`src/rtl/decode_queue.sv`:
```
// RV32I decode queue: decodes fetched words at enqueue and buffers the micro-ops in a
// DEPTH-entry FIFO for the dispatcher.
// Both ports use valid/ready: a transfer happens on a rising edge where valid && ready && rdy_in && !flush_in.
module decode_queue #(
    parameter int QUEUE_WIDTH  = 2,
    parameter bit NOP_ON_FENCE = 1'b1
) (
    input  logic                   clk_in,
    input  logic                   rst_in,
    input  logic                   rdy_in,
    input  logic                   flush_in,
    input  logic                   in_valid,
    output logic                   in_ready,
    input  logic [31:0]            in_inst,
    input  logic [31:0]            in_pc,
    output logic                   out_valid,
    input  logic                   out_ready,
    output logic [6:0]             out_op,
    output logic [4:0]             out_rd,
    output logic [4:0]             out_rs1,
    output logic [4:0]             out_rs2,
    output logic [31:0]            out_imm,
    output logic [31:0]            out_pc,
    output logic                   out_uses_rs1,
    output logic                   out_uses_rs2,
    output logic                   out_writes_rd,
    output logic                   out_illegal,
    output logic [QUEUE_WIDTH:0]   count
);
    localparam int DEPTH = 1 << QUEUE_WIDTH;
    localparam logic [QUEUE_WIDTH-1:0] PTR_ONE = 1;
    localparam logic [QUEUE_WIDTH:0]   CNT_ONE = 1;

    typedef enum logic [6:0] {
        OP_NONE = 7'd0, OP_LUI, OP_AUIPC, OP_JAL, OP_JALR,
        OP_BEQ, OP_BNE, OP_BLT, OP_BGE, OP_BLTU, OP_BGEU,
        OP_LB, OP_LH, OP_LW, OP_LBU, OP_LHU, OP_SB, OP_SH, OP_SW,
        OP_ADDI, OP_SLTI, OP_SLTIU, OP_XORI, OP_ORI, OP_ANDI, OP_SLLI, OP_SRLI, OP_SRAI,
        OP_ADD, OP_SUB, OP_SLL, OP_SLT, OP_SLTU, OP_XOR, OP_SRL, OP_SRA, OP_OR, OP_AND
    } op_e;

    typedef struct packed {
        op_e         op;
        logic [4:0]  rd;
        logic [4:0]  rs1;
        logic [4:0]  rs2;
        logic [31:0] imm;
        logic [31:0] pc;
        logic        uses_rs1;
        logic        uses_rs2;
        logic        writes_rd;
        logic        illegal;
    } uop_t;

    uop_t                   mem_q [DEPTH];
    logic [QUEUE_WIDTH-1:0] head_q, head_d, tail_q, tail_d;
    logic [QUEUE_WIDTH:0]   count_q, count_d;
    uop_t                   dec, head;
    logic                   do_enq, do_deq;

    logic [6:0]  opcode, funct7;
    logic [2:0]  funct3;
    logic [31:0] imm_i, imm_s, imm_b, imm_u, imm_j, imm_sh;

    assign opcode = in_inst[6:0];
    assign funct3 = in_inst[14:12];
    assign funct7 = in_inst[31:25];
    assign imm_i  = {{20{in_inst[31]}}, in_inst[31:20]};
    assign imm_s  = {{20{in_inst[31]}}, in_inst[31:25], in_inst[11:7]};
    assign imm_b  = {{19{in_inst[31]}}, in_inst[31], in_inst[7], in_inst[30:25], in_inst[11:8], 1'b0};
    assign imm_u  = {in_inst[31:12], 12'b0};
    assign imm_j  = {{11{in_inst[31]}}, in_inst[31], in_inst[19:12], in_inst[20], in_inst[30:21], 1'b0};
    assign imm_sh = {27'b0, in_inst[24:20]};

    always_comb begin
        dec         = '0;
        dec.pc      = in_pc;
        dec.rd      = in_inst[11:7];
        dec.rs1     = in_inst[19:15];
        dec.rs2     = in_inst[24:20];
        dec.op      = OP_NONE;
        dec.illegal = 1'b0;
        case (opcode)
            7'b0110111: begin dec.op = OP_LUI;   dec.imm = imm_u; dec.writes_rd = 1'b1; end
            7'b0010111: begin dec.op = OP_AUIPC; dec.imm = imm_u; dec.writes_rd = 1'b1; end
            7'b1101111: begin dec.op = OP_JAL;   dec.imm = imm_j; dec.writes_rd = 1'b1; end
            7'b1100111: begin
                dec.op = OP_JALR; dec.imm = imm_i; dec.uses_rs1 = 1'b1; dec.writes_rd = 1'b1;
            end
            7'b1100011: begin
                dec.imm = imm_b; dec.uses_rs1 = 1'b1; dec.uses_rs2 = 1'b1;
                case (funct3)
                    3'b000:  dec.op = OP_BEQ;
                    3'b001:  dec.op = OP_BNE;
                    3'b100:  dec.op = OP_BLT;
                    3'b101:  dec.op = OP_BGE;
                    3'b110:  dec.op = OP_BLTU;
                    3'b111:  dec.op = OP_BGEU;
                    default: dec.illegal = 1'b1;
                endcase
            end
            7'b0000011: begin
                dec.imm = imm_i; dec.uses_rs1 = 1'b1; dec.writes_rd = 1'b1;
                case (funct3)
                    3'b000:  dec.op = OP_LB;
                    3'b001:  dec.op = OP_LH;
                    3'b010:  dec.op = OP_LW;
                    3'b100:  dec.op = OP_LBU;
                    3'b101:  dec.op = OP_LHU;
                    default: dec.illegal = 1'b1;
                endcase
            end
            7'b0100011: begin
                dec.imm = imm_s; dec.uses_rs1 = 1'b1; dec.uses_rs2 = 1'b1;
                case (funct3)
                    3'b000:  dec.op = OP_SB;
                    3'b001:  dec.op = OP_SH;
                    3'b010:  dec.op = OP_SW;
                    default: dec.illegal = 1'b1;
                endcase
            end
            7'b0010011: begin
                dec.imm = imm_i; dec.uses_rs1 = 1'b1; dec.writes_rd = 1'b1;
                case (funct3)
                    3'b000: dec.op = OP_ADDI;
                    3'b010: dec.op = OP_SLTI;
                    3'b011: dec.op = OP_SLTIU;
                    3'b100: dec.op = OP_XORI;
                    3'b110: dec.op = OP_ORI;
                    3'b111: dec.op = OP_ANDI;
                    3'b001: begin
                        dec.imm = imm_sh;
                        if (funct7 == 7'b0000000) dec.op = OP_SLLI;
                        else                      dec.illegal = 1'b1;
                    end
                    3'b101: begin
                        dec.imm = imm_sh;
                        if (funct7 == 7'b0000000)      dec.op = OP_SRLI;
                        else if (funct7 == 7'b0100000) dec.op = OP_SRAI;
                        else                           dec.illegal = 1'b1;
                    end
                endcase
            end
            7'b0110011: begin
                dec.uses_rs1 = 1'b1; dec.uses_rs2 = 1'b1; dec.writes_rd = 1'b1;
                if (funct7 == 7'b0000000) begin
                    case (funct3)
                        3'b000: dec.op = OP_ADD;
                        3'b001: dec.op = OP_SLL;
                        3'b010: dec.op = OP_SLT;
                        3'b011: dec.op = OP_SLTU;
                        3'b100: dec.op = OP_XOR;
                        3'b101: dec.op = OP_SRL;
                        3'b110: dec.op = OP_OR;
                        3'b111: dec.op = OP_AND;
                    endcase
                end else if (funct7 == 7'b0100000 && funct3 == 3'b000) begin
                    dec.op = OP_SUB;
                end else if (funct7 == 7'b0100000 && funct3 == 3'b101) begin
                    dec.op = OP_SRA;
                end else begin
                    dec.illegal = 1'b1;
                end
            end
            7'b0001111: begin
                // FENCE has no ordering effect in this in-order core: becomes addi x0,x0,0
                if (NOP_ON_FENCE) begin
                    dec.op = OP_ADDI; dec.rd = '0; dec.rs1 = '0; dec.rs2 = '0; dec.uses_rs1 = 1'b1;
                end else begin
                    dec.illegal = 1'b1;
                end
            end
            default: dec.illegal = 1'b1;
        endcase
        if (dec.illegal) begin
            dec.op = OP_NONE; dec.uses_rs1 = 1'b0; dec.uses_rs2 = 1'b0; dec.writes_rd = 1'b0;
        end
        if (dec.rd == 5'd0) dec.writes_rd = 1'b0;
    end

    assign in_ready  = ~count_q[QUEUE_WIDTH];
    assign out_valid = (count_q != '0);
    assign do_enq    = rdy_in & ~flush_in & in_valid & in_ready;
    assign do_deq    = rdy_in & ~flush_in & out_valid & out_ready;

    always_comb begin
        head_d  = head_q;
        tail_d  = tail_q;
        count_d = count_q;
        if (rdy_in && flush_in) begin
            head_d  = '0;
            tail_d  = '0;
            count_d = '0;
        end else begin
            if (do_enq) tail_d = tail_q + PTR_ONE;
            if (do_deq) head_d = head_q + PTR_ONE;
            case ({do_enq, do_deq})
                2'b10:   count_d = count_q + CNT_ONE;
                2'b01:   count_d = count_q - CNT_ONE;
                default: count_d = count_q;
            endcase
        end
    end

    always_ff @(posedge clk_in) begin
        if (rst_in) begin
            head_q  <= '0;
            tail_q  <= '0;
            count_q <= '0;
        end else begin
            head_q  <= head_d;
            tail_q  <= tail_d;
            count_q <= count_d;
        end
    end

    // Storage is not reset; outputs are masked whenever the queue is empty.
    always_ff @(posedge clk_in) begin
        if (do_enq && !rst_in) mem_q[tail_q] <= dec;
    end

    assign head          = out_valid ? mem_q[head_q] : '0;
    assign out_op        = head.op;
    assign out_rd        = head.rd;
    assign out_rs1       = head.rs1;
    assign out_rs2       = head.rs2;
    assign out_imm       = head.imm;
    assign out_pc        = head.pc;
    assign out_uses_rs1  = head.uses_rs1;
    assign out_uses_rs2  = head.uses_rs2;
    assign out_writes_rd = head.writes_rd;
    assign out_illegal   = head.illegal;
    assign count         = count_q;
endmodule

```
`config.mk`:
```
export PLATFORM = sky130hd
export DESIGN_NAME = decode_queue
export DESIGN_NICKNAME = d
export VERILOG_FILES = /design/src/rtl/decode_queue.sv
export SDC_FILE = /design/constraint.sdc
export NUM_CORES = 1
export LEC_CHECK = 0
export CORE_MARGIN = 5
export CORE_UTILIZATION = 51
export CTS_BUF_LIST = sky130_fd_sc_hd__clkbuf_8 sky130_fd_sc_hd__clkbuf_16
export DETAILED_ROUTE_END_ITERATION = 8
export PLACE_DENSITY = 0.73
export SLEW_MARGIN = 20
export SYNTH_ARGS = -nofsm -noshare
export SYNTH_HDL_FRONTEND = slang
export SYNTH_SLANG_ARGS = --single-unit
```
`constraint.sdc`:
```
create_clock -name clk_in -period 12.9 [get_ports clk_in]
set_input_delay 3.87 -clock clk_in [delete_from_list [all_inputs] [get_ports clk_in]]
set_output_delay 3.87 -clock clk_in [all_outputs]
set_load 0.01 [all_outputs]
```
==> out/metrics.yaml <==
yosysTopAreaCell: "edfxtp_1"
sequentialPowerShare_pct: 53.6
yosysMostFrequentCell: "edfxtp_1"
synth_edf_count: 356
setup-tns-final_ns: 0
post-route-period-util_pct: 54.3
synth_area_leaders: "edfxtp_1 (70%), mux4_2 (13%), and2_1 (4.3%)"
r2r-end: "mem_q[2][44]"
setup_viol: 0
dr.pass1.iters: 5
seq_area_frac_synth_pct: 71.1
p_leak_uw: 0.00608
wl_um: 31500
grt_max_degree: 92
final_util_pct: 62.4
combPwrFrac_pct: 4.2
end_kind: "output port"
grt_pass1_vias: 8396
yosys-top-cells-count: "edfxtp_1 (356), and2_1 (104), mux4_2 (89), clkbuf_1 (34), nor2_1 (27)"
fmax_mhz: 143
num_io_pins: 165
htree_levels: 2
multi_input_area_mm2: 0.00416
path_class: "flip-flop to output port"
final_antenna_net_count: 0
dp_hpwl_um: 19500
hold_path_depth: 2
die_w_um: 183
r2r-start: "count[2]"
clockBufferDepth: 3
cts-resized-gates: 0
outcome: "complete, no violations"
slew-limit-headroom_pct: 36.2
ys_ff_latch: 365
grt_pass1_wl_um: 48600
synth_top_area_share_pct: 69.9
vias: 8164
antenna_found_initial: 0
slowest_delay_ns: 0.80
start_util_pct: 51.6
synth_cell_type_count: 62
clk_pin_slew_worst_paths_ns: 0.06
cap_violations: 0
finClkSkew_ns: 0.0147
regArea_mm2: 0.0109
switching_share_pct: 19.9
async_flop_share_pct: 0
n_fill_cell: 2123
tritoncts: "built"
hold_buffers: 0
ys_warn_count: 0
hold_path_class: "flip-flop to flip-flop"
fin_nets: 1088
area_delta_synth_final_pct: 20.9
io_buffers: 163
rsz0062_at_grt: "no"
n_antenna_cell: 0
worstMarginPinSlew_ns: 0.954
hold_viol: 0
instances_no_fill: 1427
rr_worst_depth: 6
crit_required_ns: 9.03
min_to: "tail_q[1]"
startpoint_type: "flip-flop"
cts-root-buf: "clkbuf_16"
dpl.cell_count: 1358
critPathMaxFanout: 48
remaining_drc_errors: 0
crit_slowest_cell: "dfxtp_4"
power_uw: 2430
crit_arrival_ns: 3.13
min_from: "tail_q[1]"
period_needed_ns: 7.00
clock-sinks: 365
synthesis.instances: 847
internal-power_uw: 1950
synth_nets: 927
reg2reg_setup_slack_ns: 10.14
synth_area_per_cell_um2: 18.0
power_switching_uw: 483
die-area_mm2: 0.0335
slew_viol_final: 0
clkPwrFrac_pct: 42.2
via_per_inst: 5.72
rows: 63
grtUsageTotal_pct: 18.8
ys.flop_type: "edfxtp_1"
cts_setup_buffers: 0
dieHeight_um: 183
cts_buffers: 37
synthesis.area_mm2: 0.0153
wl_per_cell_um: 22.1
power.density_mw_per_mm2: 131
setup_ws_ns: 5.90
overflow: 0
clk_latency_ns: 0.52
core-area_mm2: 0.0296
first_iter_violations: 803
drive_gt1_share_pct: 16.2
place.gp.congestion: 0.881
path_cells: "buf_4 -> mux4_2 -> and2_1 -> clkdlybuf4s50_1"
vdd_ir_drop_max_mv: 0.126
pre_cts_ws_ns: 5.79
[flip-flops by register name, indices dropped and copies added (netlist names), named ones only]
register	cells
tail_q	2
head_q	2
mem_q	356
count	3
[cells by family (layout without fill, tap and decap cells)]
family / after synthesis / count (layout) / synth area share (%)
fa+ha+maj: 10 / 10 / 0.868
mux: 92 / 92 / 13.3
other cells: 1 / 1 / 0.0245
compound gates: 87 / 87 / 4.01
xor+xnor: 7 / 7 / 0.401
buf+inv: 64 / 254 / 1.78
simple gates: 221 / 221 / 8.50
flops: 365 / 365 / 71.1
[critical path, delay by kind of cell (launching register included)]
kind / cells / cell delay [ns]
muxes: 1 / 0.43
buffers and inverters: 2 / 1.14
DFF: 1 / 0.80
and+or+nand+nor: 1 / 0.18
[routing by layer]
metal | part of all wire, % | vias up | GRT usage (%)
met5 | 0 | - | 0
li1 | - | 3670 | -
met1 | 42 | 4147 | 26.4
met4 | 1.9 | 0 | 5.01
met3 | 6.9 | 47 | 3.71
met2 | 49 | 300 | 30.6
[stage by stage]
| stage | area [µm²] | hold slack (ns) |
|---|---|---|
| after floorplan | 15300 | 0.469 |
| after global placement | 17300 | 0.487 |
| after detailed placement | 17300 | 0.495 |
| after CTS | 18500 | 0.503 |
| after global routing | 18500 | 0.534 |
| final | 18500 | 0.499 |
[layout make-up]
type | count | share of cell area, %
clock buffers | 38 | 5.14
clock inverters | 30 | 1.28
inverters | 13 | 0.264
multi-input cells | 418 | 22.5
flip-flops and latches | 365 | 58.8
well taps | 390 | 2.64
repair buffers | 173 | 9.34
[layout by cell type (no fill, tap or decap), drive strengths merged, types with 7 or more instances in the layout]
cell           synthesis  routed
a21oi                 17      17
mux4                  89      89
clkinv                 0      16
dfxtp                  9       9
inv                   13      21
or3                    7       7
nor3                  11      11
clkbuf                34      38
a21o                  21      21
nand2                 18      18
ha                     9       9
clkdlybuf4s50          0     163
nor2                  27      27
buf                   17      10
nor2b                 21      21
and2                 104     104
o21ai                 15      15
edfxtp               356     356
nand2b                 7       7
[power groups by stage]
stage | combinational, µW | clock (µW) | sequential, µW
3_5_place_dp | 102 | 0 | 1330
6_report | 102 | 1030 | 1300
4_1_cts | 102 | 1050 | 1300
5_1_grt | 110 | 1100 | 1300
3_3_place_gp | 100 | 0 | 1330
2_1_floorplan | 46.6 | 0 | 1330
[worst max path at each step]
| stage | start | endpoint | slack [ns] | depth (start not counted) |
|---|---|---|---|---|
| after floorplan | rdy_in | mem_q[0][0] | 5.93 | 5 |
| after global placement | flip-flop | out_rs2[0] | 5.77 | 4 |
| after detailed placement | flip-flop | out_rs2[0] | 5.79 | 4 |
| after CTS | flip-flop | out_imm[28] | 5.20 | 4 |
| after global routing | flip-flop | out_imm[28] | 5.66 | 4 |
| final | flip-flop | out_imm[28] | 5.90 | 4 |
(Power assumes the default switching activity.)
